==> config.mk <==
export PLATFORM = sky130hd
export DESIGN_NAME = irq_trap_ctrl
export DESIGN_NICKNAME = d
export VERILOG_FILES = /design/src/rtl/irq_pkg.sv /design/src/rtl/irq_prio_enc.sv /design/src/rtl/irq_trap_ctrl.sv
export SDC_FILE = /design/constraint.sdc
export NUM_CORES = 1
export LEC_CHECK = 0
export ABC_AREA = 0
export ABC_CLOCK_PERIOD_IN_PS = 3200
export CORE_AREA = 2 2 43 45
export DETAILED_ROUTE_END_ITERATION = 6
export DIE_AREA = 0 0 45 47
export GPL_ROUTABILITY_DRIVEN = 0
export GPL_TIMING_DRIVEN = 1
export HOLD_SLACK_MARGIN = 0.15
export PLACE_DENSITY_LB_ADDON = 0.12
export SLEW_MARGIN = 15
export SYNTH_ARGS = -nofsm -noshare
export SYNTH_HDL_FRONTEND = slang
export SYNTH_SLANG_ARGS = --single-unit
==> constraint.sdc <==
create_clock -name clk -period 3.2 [get_ports clk]
set_input_delay 0.48 -clock clk [delete_from_list [all_inputs] [get_ports clk]]
set_output_delay 0.48 -clock clk [all_outputs]
set_load 0.005 [all_outputs]
==> src/rtl/irq_pkg.sv <==
// Shared types and constants for the machine-mode interrupt sequencer.
package irq_pkg;

  // Sequencer states; exported on the debug port so checkers can bind to them.
  typedef enum logic [2:0] {
    ST_RUN     = 3'd0,
    ST_DRAIN   = 3'd1,
    ST_TAKE    = 3'd2,
    ST_HANDLER = 3'd3,
    ST_RET     = 3'd4,
    ST_SLEEP   = 3'd5
  } irq_state_t;

  // mip/mie bit positions; the mcause code equals the bit index.
  localparam int MIP_MEI_BIT = 11;
  localparam int MIP_MTI_BIT = 7;

  localparam logic [3:0] CAUSE_MEI  = 4'(MIP_MEI_BIT);
  localparam logic [3:0] CAUSE_MTI  = 4'(MIP_MTI_BIT);
  localparam logic [3:0] CAUSE_NONE = 4'd0;

endpackage

==> src/rtl/irq_prio_enc.sv <==
// Picks the cause code among simultaneously pending interrupts.
module irq_prio_enc
  import irq_pkg::*;
#(
  parameter bit EXT_FIRST = 1'b1
) (
  input  logic       pending_e,
  input  logic       pending_t,
  output logic [3:0] cause
);

  // Fixed-priority select; EXT_FIRST chooses which source wins a tie.
  always_comb begin
    cause = CAUSE_NONE;
    if (EXT_FIRST) begin
      if (pending_e)      cause = CAUSE_MEI;
      else if (pending_t) cause = CAUSE_MTI;
    end else begin
      if (pending_t)      cause = CAUSE_MTI;
      else if (pending_e) cause = CAUSE_MEI;
    end
  end

endmodule

==> src/rtl/irq_trap_ctrl.sv <==
// Machine-mode interrupt entry/exit sequencer: gates MEI/MTI requests,
// waits for a safe pipeline boundary, and sequences trap entry, MRET and WFI.
//
// Handshake note: there is no valid/ready pair here. Requests are levels,
// sampled every cycle; interrupt_taken, MRET and redirect are single-cycle
// strobes that the CSR file and fetch unit must accept unconditionally.
module irq_trap_ctrl
  import irq_pkg::*;
#(
  parameter int DRAIN_MAX = 8,
  parameter bit EXT_FIRST = 1'b1
) (
  input  logic       clk,
  input  logic       rst,
  input  logic       SENSOR_CTRL_interrupt,
  input  logic       WDT_interrupt,
  input  logic       MSTATUS_MIE,
  input  logic       MEIE,
  input  logic       MTIE,
  input  logic       wfi_insn,
  input  logic       mret_insn,
  input  logic       pipe_stall,
  output logic       interrupt_taken,
  output logic       MRET,
  output logic       WFI_mode,
  output logic       redirect,
  output logic       redirect_sel,
  output logic [3:0] irq_cause,
  output logic       in_handler,
  output irq_state_t dbg_state
);

  localparam logic [3:0] DRAIN_LAST = 4'(DRAIN_MAX - 1);

  irq_state_t state, next_state;
  logic [3:0] drain_cnt;
  logic       pending_e, pending_t, pending_any, take_ok;
  logic [3:0] cause_sel;

  assign pending_e   = SENSOR_CTRL_interrupt & MEIE;
  assign pending_t   = WDT_interrupt & MTIE;
  assign pending_any = pending_e | pending_t;
  assign take_ok     = MSTATUS_MIE & pending_any & ~in_handler;
  assign dbg_state   = state;

  irq_prio_enc #(
    .EXT_FIRST (EXT_FIRST)
  ) u_prio (
    .pending_e (pending_e),
    .pending_t (pending_t),
    .cause     (cause_sel)
  );

  // Next-state decode; interrupt entry outranks WFI and MRET outside a handler.
  always_comb begin
    next_state = state;
    case (state)
      ST_RUN: begin
        if (take_ok)       next_state = ST_DRAIN;
        else if (wfi_insn) next_state = ST_SLEEP;
      end
      ST_DRAIN: begin
        // A request that goes away while draining is dropped silently.
        if (!pending_any)                               next_state = ST_RUN;
        else if (!pipe_stall || drain_cnt == DRAIN_LAST) next_state = ST_TAKE;
      end
      ST_TAKE:    next_state = ST_HANDLER;
      ST_HANDLER: if (mret_insn && !pipe_stall) next_state = ST_RET;
      ST_RET:     next_state = ST_RUN;
      ST_SLEEP: begin
        // Wake ignores MIE; MIE only decides between trapping and resuming.
        if (pending_any) next_state = MSTATUS_MIE ? ST_DRAIN : ST_RUN;
      end
      default:    next_state = ST_RUN;
    endcase
  end

  // State, drain counter and registered outputs decoded from the next state.
  always_ff @(posedge clk) begin
    if (!rst) begin
      state           <= ST_RUN;
      drain_cnt       <= 4'd0;
      interrupt_taken <= 1'b0;
      MRET            <= 1'b0;
      WFI_mode        <= 1'b0;
      redirect        <= 1'b0;
      redirect_sel    <= 1'b0;
      irq_cause       <= CAUSE_NONE;
      in_handler      <= 1'b0;
    end else begin
      state <= next_state;

      if (next_state == ST_DRAIN && state != ST_DRAIN)
        drain_cnt <= 4'd0;
      else if (state == ST_DRAIN && drain_cnt != 4'hF)
        drain_cnt <= drain_cnt + 4'd1;

      interrupt_taken <= (next_state == ST_TAKE);
      MRET            <= (next_state == ST_RET);
      redirect        <= (next_state == ST_TAKE) || (next_state == ST_RET);
      redirect_sel    <= (next_state == ST_RET);
      WFI_mode        <= (next_state == ST_SLEEP);
      in_handler      <= (next_state == ST_HANDLER);

      // Cause is captured on entry and held until the return strobe.
      if (next_state == ST_TAKE)
        irq_cause <= cause_sel;
      else if (next_state == ST_RET)
        irq_cause <= CAUSE_NONE;
    end
  end

endmodule

==> impl_metrics.toml <==
[status]
status = "completed"

[finish]
antenna_cells = 0
finalNetCount = 111
fin_util_pct = 59.0
fillers = 162
final_design_area_no_fill_sq_um = 975
stdcell_count = 116
synthToLayoutAreaGrowth_pct = 35.2
drive_above_1_share_pct = 10.1

[floorplan]
die_w_microns = 45
dieArea_sq_mm = 0.00212
pin_count = 23
coreArea_sq_mm = 0.00165
start_util_pct = 43.6
row_count = 15
dieHeight_microns = 47

[critical_path]
start_kind = "input pin"
endpoint_kind = "flip-flop"
worst-path-max-fanout = 5
worst-setup-path-type = "in2reg"
cp.arrival_ps = 2020
required_ps = 3370

[cts]
clk_pin_slew_ps = 90
cts-root-buf = "clkbuf_4"
cts_buffers = 3
clockBufferDepth = 2
ctsHoldBuffers = 0
cts_tree = "built"
ctsResizeCount = 0
clock_sinks = 15
htreeDepth = 1
clock_latency_ps = 280
cts_setup_buffers = 0

[timing]
finalCritPeriodShare_pct = 57.7
setup_slack_ps = 1350
setup_viol_count_final = 0
fin_setup_tns_ps = 0
timing.hold.ws_ps = 485
final_hold_viol_count = 0
worst_slew_pin_slew_ps = 591
slew_viol_final = 0
period_needed_ps = 1850
final.setup_skew_ps = 2.76
slew_headroom_pct = 60.5
clock.fmax_ghz = 0.541
rsz0062_at_grt = "false"

[route]
ant_nets = 0
route.detailed.drc = 0
drt-initial-drc-count = 13
wl_per_cell_microns = 12.8
wl_microns = 1480
vias = 628
dr.pass1.iters = 4
vias_per_cell = 5.41

[logic_synthesis]
yosysSeqAreaShare_pct = 41.7
netlist.top_cell.by_area = "dfxtp_1"
ys_types = 31
postSynthCellCount = 75
synth_top_area_share_pct = 41.7
ys_ff_latch = 15
yosys-top-cells-area = "dfxtp_1 42%, and2_1 5.2%, mux2i_1 4.2%, a2111oi_4 3.8%, o21a_1 3.1%"
synth.net_count = 86
yosysWarnings = 0
synth_area_sq_um = 721
syn_avg_cell_area_sq_um = 9.61

[power_and_ir_drop]
clkPwrFrac_pct = 27.8
switchingPower_mw = 0.102
powerDensity_mw_per_mm2 = 393
combPwrFrac_pct = 18.8
p_sw_share_pct = 26.5
ir_drop_v = 0.000271
p_int_mw = 0.282
power.leakage_nw = 0.393
finalPower_mw = 0.383
p_seq_share_pct = 53.4

[global_route]
overflow = 0
grt_max_degree = 11
grt_pass1_vias = 602
antenna_found_initial = 0
grt_pass1_wl_microns = 2480
grtUsageTotal_pct = 16.8

[flow_run]
maxCapViolCount = 0

[min_path]
holdCritPathClass = "reg2reg"

[placed_design]
io_buffers = 22
dp_cells = 112
post-dp-hpwl_microns = 1160
post-place-ws_ps = 1080
placedInstanceArea_sq_um = 947
[power groups by stage]
stage	Combinational (mW)	Clock, mW	Sequential, mW
detailed placement	0.0720	0	0.209
finish	0.0720	0.107	0.205
global route	0.0801	0.120	0.206
floorplan	0.0377	0	0.208
global placement	0.0712	0	0.209
CTS	0.0725	0.112	0.205
[final cells by class]
| cell class | instances | area [sq um] | area share (%) |
|---|---|---|---|
| Inverter | 1 | 3.75 | 0.385 |
| Timing Repair Buffer | 22 | 220 | 22.6 |
| Multi-Input combinational cell | 57 | 402 | 41.2 |
| Tap cell | 17 | 21.3 | 2.18 |
| Sequential cell | 15 | 300 | 30.8 |
| Clock inverter | 1 | 5.00 | 0.513 |
| Clock buffer | 3 | 22.5 | 2.31 |
[cells by family (layout without fill, tap and decap cells)]
logic type               count (synthesis)  after routing  synth area share [%]
AO/OA/AOI/OAI                           15             15                  16.3
XOR/XNOR                                 2              2                  2.43
adder cells (fa/ha/maj)                  1              1                  1.74
buffers and inverters                    3             27                  2.60
flip-flops                              15             15                  41.7
multiplexers                             3              3                  4.17
AND/OR/NAND/NOR                         36             36                  31.1
[layout by cell type, fill, tap and decap left out, drive strengths merged, types with 4 or more instances in the layout]
| cell type | instances |
|---|---|
| and2 | 7 |
| dfxtp | 15 |
| nand2 | 4 |
| nand3 | 4 |
| nor2 | 4 |
| clkdlybuf4s50 | 22 |
[registers in the layout, summed over array words and instances (netlist names)]
| signal | cells |
|---|---|
| drain_cnt | 4 |
| irq_cause | 3 |
| redirect_sel | 1 |
| redirect | 1 |
| interrupt_taken | 1 |
| dbg_state | 3 |
| WFI_mode | 1 |
| in_handler | 1 |
[Yosys cell counts]
library cell,number
a2111oi_4,1
a21oi_1,3
a22o_1,1
a22oi_1,1
a31oi_1,1
and2_1,6
and2_2,1
and3_2,1
and4b_2,1
buf_4,2
dfxtp_1,15
ha_1,1
inv_1,1
mux2i_1,3
nand2_1,4
nand2b_1,3
nand3_1,4
nand3b_1,1
nand3b_4,1
nand4_1,1
nor2_1,4
nor2b_1,2
nor3_1,3
nor3b_1,2
nor4b_1,1
o211ai_1,1
o21a_1,3
o21ai_0,3
o21bai_1,1
or2_2,1
xor2_1,2
[final timing paths]
path         cells after the start      endpoint  slack [ps]     startpoint
max                              5      redirect        1350  WDT_interrupt
min                              2  drain_cnt[1]         480   drain_cnt[1]
max reg2reg                      5  irq_cause[3]        1520   drain_cnt[0]
min reg2reg                      2  drain_cnt[1]         480   drain_cnt[1]
[critical path, stage by stage]
cell and delay, ps:
clkdlybuf4s50_1 440, a22oi_1 460, a2111oi_4 130, and2_2 230
or2_2 290
[layer usage]
metal | global-route usage, % | up-vias | wire (microns)
met3 | 2.69 | 2 | 57
met4 | 10.6 | 0 | 13
met1 | 19.1 | 298 | 663
met5 | 0 | - | 0
met2 | 29.4 | 14 | 749
li1 | - | 314 | -
(Power assumes the default switching activity.)
